`config.mk`:
```
export PLATFORM = sky130hd
export DESIGN_NAME = uart_tx_ctrl
export DESIGN_NICKNAME = d
export VERILOG_FILES = /design/src/rtl/uart_pkg.sv /design/src/rtl/uart_baud_counter.sv /design/src/rtl/uart_tx_ctrl.sv
export SDC_FILE = /design/constraint.sdc
export NUM_CORES = 1
export LEC_CHECK = 0
export CORE_AREA = 2 2 70 46
export DETAILED_ROUTE_END_ITERATION = 8
export DIE_AREA = 0 0 72 48
export PLACE_DENSITY = 0.7
export RECOVER_POWER = 25
export SLEW_MARGIN = 15
export SYNTH_ARGS = -nofsm -noshare
export SYNTH_HDL_FRONTEND = slang
export SYNTH_SLANG_ARGS = --single-unit
```
`constraint.sdc`:
```
create_clock -name clock -period 2.1 [get_ports clock]
set_input_delay 0.21 -clock clock [delete_from_list [all_inputs] [get_ports clock]]
set_output_delay 0.21 -clock clock [all_outputs]
set_load 0.03 [all_outputs]
```
`src/rtl/uart_pkg.sv`:
```
// Shared encodings for the UART transmit path: parity modes, stop-bit count
// and the transmit FSM states, plus the parity helpers used at byte capture.
package uart_pkg;

    typedef enum logic [1:0] {
        PAR_NONE0 = 2'b00,
        PAR_ODD   = 2'b01,
        PAR_EVEN  = 2'b10,
        PAR_NONE3 = 2'b11
    } parity_e;

    typedef enum logic {
        STOP_ONE = 1'b0,
        STOP_TWO = 1'b1
    } stop_e;

    typedef enum logic [2:0] {
        IDLE,
        START,
        DATA,
        PARITY,
        STOP
    } tx_state_e;

    function automatic logic parity_enabled(input parity_e mode);
        return (mode == PAR_ODD) || (mode == PAR_EVEN);
    endfunction

    // Odd parity makes the total count of ones (data + parity) odd.
    function automatic logic parity_bit(input logic [7:0] data, input parity_e mode);
        return (mode == PAR_ODD) ? ~^data : ^data;
    endfunction

endpackage

```
`src/rtl/uart_baud_counter.sv`:
```
// Bit-period timer: counts 0..CLKS_PER_BIT-1 and flags the last clock of each
// serial bit. Held at zero while clear is asserted.
module uart_baud_counter #(
    parameter  int CLKS_PER_BIT = 16,
    localparam int CNT_W        = (CLKS_PER_BIT > 1) ? $clog2(CLKS_PER_BIT) : 1
) (
    input  logic             clock,
    input  logic             reset,
    input  logic             clear,
    output logic [CNT_W-1:0] count,
    output logic             bit_tick
);

    assign bit_tick = (count == CNT_W'(CLKS_PER_BIT - 1));

    // NOTE: clocked state uses non-blocking assignments so every flop samples pre-edge values.
    always_ff @(posedge clock or posedge reset) begin
        if (reset) begin
            count <= '0;
        end else if (clear || bit_tick) begin
            count <= '0;
        end else begin
            count <= count + CNT_W'(1);
        end
    end

endmodule

```
`src/rtl/uart_tx_ctrl.sv`:
```
// UART transmit frame controller: start bit, 8 data bits LSB first, optional
// parity and 1 or 2 stop bits, one byte per valid/ready handshake.
module uart_tx_ctrl
    import uart_pkg::*;
#(
    parameter int CLKS_PER_BIT = 16
) (
    input  logic       clock,
    input  logic       reset,
    input  logic [7:0] tx_data,
    input  logic       tx_valid,
    output logic       tx_ready,
    input  logic [1:0] parity_type,
    input  logic       stop_bits,
    output logic       tx_out,
    output logic       tx_busy,
    output logic       tx_done
);

    localparam int CNT_W = (CLKS_PER_BIT > 1) ? $clog2(CLKS_PER_BIT) : 1;

    tx_state_e        state_q, state_d;
    logic [7:0]       shift_q, shift_d;
    logic [2:0]       bit_idx_q, bit_idx_d;
    logic             stop_idx_q, stop_idx_d;
    logic             par_en_q, par_en_d;
    logic             par_bit_q, par_bit_d;
    stop_e            stop_cfg_q, stop_cfg_d;
    logic             tx_out_d, tx_done_d;
    logic [CNT_W-1:0] baud_count;
    logic             bit_tick;
    logic             last_stop;

    uart_baud_counter #(.CLKS_PER_BIT(CLKS_PER_BIT)) u_baud (
        .clock    (clock),
        .reset    (reset),
        .clear    (state_q == IDLE),
        .count    (baud_count),
        .bit_tick (bit_tick)
    );

    assign last_stop = (stop_cfg_q == STOP_ONE) || stop_idx_q;

    // NOTE: every signal gets a default first so no branch can infer a latch.
    always_comb begin
        state_d    = state_q;
        shift_d    = shift_q;
        bit_idx_d  = bit_idx_q;
        stop_idx_d = stop_idx_q;
        par_en_d   = par_en_q;
        par_bit_d  = par_bit_q;
        stop_cfg_d = stop_cfg_q;
        tx_done_d  = 1'b0;

        case (state_q)
            IDLE: begin
                if (tx_valid && tx_ready) begin
                    state_d    = START;
                    shift_d    = tx_data;
                    bit_idx_d  = 3'd0;
                    stop_idx_d = 1'b0;
                    par_en_d   = parity_enabled(parity_e'(parity_type));
                    par_bit_d  = parity_bit(tx_data, parity_e'(parity_type));
                    stop_cfg_d = stop_e'(stop_bits);
                end
            end
            START: begin
                if (bit_tick) state_d = DATA;
            end
            DATA: begin
                if (bit_tick) begin
                    shift_d = {1'b0, shift_q[7:1]};
                    if (bit_idx_q == 3'd7) begin
                        state_d = par_en_q ? PARITY : STOP;
                    end else begin
                        bit_idx_d = bit_idx_q + 3'd1;
                    end
                end
            end
            PARITY: begin
                if (bit_tick) state_d = STOP;
            end
            STOP: begin
                // Registered pulse: raise it one clock early so it lands on the final clock.
                tx_done_d = last_stop && (baud_count == CNT_W'(CLKS_PER_BIT - 2));
                if (bit_tick) begin
                    if (last_stop) state_d    = IDLE;
                    else           stop_idx_d = 1'b1;
                end
            end
            default: state_d = IDLE;
        endcase

        case (state_d)
            START:   tx_out_d = 1'b0;
            DATA:    tx_out_d = shift_d[0];
            PARITY:  tx_out_d = par_bit_q;
            default: tx_out_d = 1'b1;
        endcase
    end

    always_ff @(posedge clock or posedge reset) begin
        if (reset) begin
            state_q    <= IDLE;
            shift_q    <= '0;
            bit_idx_q  <= '0;
            stop_idx_q <= 1'b0;
            par_en_q   <= 1'b0;
            par_bit_q  <= 1'b0;
            stop_cfg_q <= STOP_ONE;
            tx_out     <= 1'b1;
            tx_ready   <= 1'b1;
            tx_busy    <= 1'b0;
            tx_done    <= 1'b0;
        end else begin
            state_q    <= state_d;
            shift_q    <= shift_d;
            bit_idx_q  <= bit_idx_d;
            stop_idx_q <= stop_idx_d;
            par_en_q   <= par_en_d;
            par_bit_q  <= par_bit_d;
            stop_cfg_q <= stop_cfg_d;
            tx_out     <= tx_out_d;
            tx_ready   <= (state_d == IDLE);
            tx_busy    <= (state_d != IDLE);
            tx_done    <= tx_done_d;
        end
    end

endmodule

```
==> impl_metrics.py <==
metrics = {
    "outcome": {
        "outcome": "completed",
    },
    "grt": {
        "grt_max_degree": 27,
        "grt_pass1_vias": 758,
        "antenna_found_initial": 0,
        "grt_first_pass_wirelength_mm": 3.50,
        "overflow": 0,
        "gr-usage-all-layers_pct": 14.2,
    },
    "cells_and_area": {
        "final_nets": 160,
        "multi_input_area_um2": 556,
        "fin_cells": 174,
        "design_area_um2": 1550,
        "fillers": 237,
        "antenna_cells": 0,
        "syn2layout_area_growth_pct": 19.9,
        "seq_area_um2": 653,
        "drive_gt1_share_pct": 13.6,
    },
    "floorplan": {
        "core-area_um2": 2760,
        "fp-row-count": 15,
        "io_pins": 18,
        "die_x_um": 72,
        "dieHeight_um": 48,
        "start_util_pct": 46.8,
        "die_area_um2": 3460,
    },
    "setup_path": {
        "critPathKind": "flip-flop to flip-flop",
        "r2r_end": "tx_busy",
        "cp_max_fo": 4,
        "worstSetupEndpoint": "tx_busy",
        "r2r_slack_ns": 0.20,
        "end_kind": "flip-flop",
        "crit_arrival_ns": 2.06,
        "crit_path_start_kind": "flip-flop",
        "reg2regPathDepth": 6,
        "r2r_start": "u_baud.count[0]",
        "worstPathRequired_ns": 2.26,
        "critical_path.startpoint": "u_baud.count[0]",
    },
    "power": {
        "pwr-share-seq_pct": 56.3,
        "p_comb_share_pct": 7.9,
        "switching_share_pct": 20.3,
        "powerDensity_nw_per_um2": 574,
        "p_clk_share_pct": 35.8,
        "p_switching_uw": 180,
        "p_total_uw": 888,
        "ir_drop_mv": 0.309,
        "p_int_uw": 708,
        "p_leak_nw": 0.742,
    },
    "timing": {
        "setup_tns_ns": 0,
        "slew_headroom_pct": 9.72,
        "fmax_mhz": 527,
        "finalCritPeriodShare_pct": 90.3,
        "fin_hold_ws_ns": 0.482,
        "min_period_ns": 1.90,
        "drv_slew": 0,
        "rsz0062_at_grt": "false",
        "tightest_slew_ns": 1.35,
        "hold_violations": 0,
        "finClkSkew_ns": 0.0102,
        "finalSetupViolCount": 0,
    },
    "clock_tree": {
        "ctsHtreeMaxLevel": 1,
        "ctsResizeCount": 0,
        "cts_buffers": 3,
        "cts_buffer_depth": 2,
        "holdBufCountCts": 0,
        "clk_latency_ns": 0.27,
        "clock-sinks": 26,
        "clkTransAtPathRegs_ns": 0.09,
        "cts_tree": "built",
        "post_cts.repair.setup_buffers": 0,
        "root_buffer": "clkbuf_8",
    },
    "detailed_routing": {
        "routed_wl_mm": 2.32,
        "drt_iter0_drc": 85,
        "wl_per_cell_um": 13.3,
        "vias_per_cell": 5.33,
        "dr.pass1.iters": 5,
        "detail-route-antenna-nets": 0,
        "num_vias": 928,
        "drc": 0,
    },
    "logic_synthesis": {
        "synth_area_leader_cell": "dfrtp_1",
        "synth_top_area_share_pct": 46.5,
        "yosysWarnings": 0,
        "avgSynthCellArea_um2": 10.9,
        "ys_seq_elements": 26,
        "synthTopCellsByArea": "dfrtp_1 (47%), a222oi_1 (5.4%), xnor2_1 (5.4%)",
        "synth_ff_type": "dfrtp_1",
        "synthCells": 119,
        "async_flop_share_pct": 100,
        "synth_edf_count": 0,
        "synth_most_common_cell": "dfrtp_1",
        "ys_top_cells_by_count": "dfrtp_1 (24), inv_1 (14), nor2_1 (11)",
        "synth_cell_types": 32,
        "ys_seq_area_share_pct": 50.6,
        "syn_area_um2": 1290,
        "synthesis.nets": 138,
    },
    "worst_hold_path": {
        "hold_start": "stop_bits",
        "min_path_type": "input port to flip-flop",
    },
    "place": {
        "port_buffers": 17,
        "placed_cells": 170,
        "gp_congestion": 0.756,
        "placed_area_um2": 1500,
        "dp_hpwl_mm": 1.78,
    },
    "run": {
        "maxCapViolations": 0,
    },
}
## layout make-up
cell class                      instances  share of cell area (%)
Sequential cell                        26                    42.2
Multi-Input combinational cell         76                    35.9
Timing Repair Buffer                   20                    12.2
Clock buffer                            4                    3.56
Inverter                               14                    3.40
Tap cell                               34                    2.75
## routing by layer
| layer | part of all wire (%) | GRT usage, % | routed length, um | vias to the layer above |
|---|---|---|---|---|
| met5 | 0 | 0 | 0 | - |
| met4 | 0.60 | 4.53 | 14 | 0 |
| met3 | 4.9 | 5.05 | 114 | 4 |
| met2 | 41 | 19.4 | 948 | 21 |
| met1 | 54 | 20.8 | 1240 | 440 |
| li1 | - | - | - | 463 |
## cells in the final DEF, fill, tap and decap left out, types with 3 or more instances in the layout
master	synthesis	layout
a21oi_1	3	3
a222oi_1	7	7
and3_2	3	3
clkbuf_8	0	4
clkdlybuf4s50_1	0	16
dfrtp_1	24	24
ha_1	5	5
inv_1	14	14
nand2_1	7	7
nand3_1	4	4
nor2_1	11	11
o21ai_0	4	4
xnor2_1	8	8
## stage by stage
| stage | utilization, % | setup WS (ns) |
|---|---|---|
| floorplan | - | 0.370 |
| global route | 56.1 | 0.0848 |
| global placement | 54.2 | 0.232 |
| finish | 56.1 | 0.204 |
| detailed placement | 54.2 | 0.200 |
| CTS | 56.2 | 0.196 |
## power by group through the flow
stage / clock network [mW] / registers, mW / logic [mW]
after global routing: 0.341 / 0.500 / 0.0773
after detailed placement: 0 / 0.510 / 0.0724
final: 0.318 / 0.500 / 0.0700
after CTS: 0.324 / 0.500 / 0.0732
after floorplan: 0 / 0.510 / 0.0359
after global placement: 0 / 0.510 / 0.0718
## worst max-delay path: stages (launching register included)
cell and delay (ns):
dfrtp_1 0.41, ha_1 0.24, and3_2 0.25, and3_2 0.22, a21oi_1 0.18, nor2_1 0.12, or3_1 0.36
## how the worst min path moves through the flow
stage	end	slack, ns	depth (start not counted)
3_3_place_gp	shift_q[1]	0.46	2
4_1_cts	tx_busy	0.30	3
6_report	stop_cfg_q	0.48	3
5_1_grt	stop_cfg_q	0.47	3
2_1_floorplan	bit_idx_q[0]	0.25	1
3_5_place_dp	shift_q[1]	0.47	2
## logic make-up after synthesis
kind of cell | Yosys count | synth area share (%)
mux | 2 | 1.55
fa+ha+maj | 5 | 4.84
flops | 26 | 50.6
simple gates | 37 | 16.4
xor+xnor | 10 | 6.78
compound gates | 22 | 13.5
buf+inv | 17 | 6.40
## state kept, by name, summed over array words and instances, names as in the netlist
name and count:
par_en_q 1, tx_done 1, u_baud.count 4, stop_cfg_q 1
stop_idx_q 1, par_bit_q 1, tx_busy 1, state_q 3
shift_q 8, bit_idx_q 3, tx_ready 1, tx_out 1
Note: power is estimated with default switching activity, not from simulation.
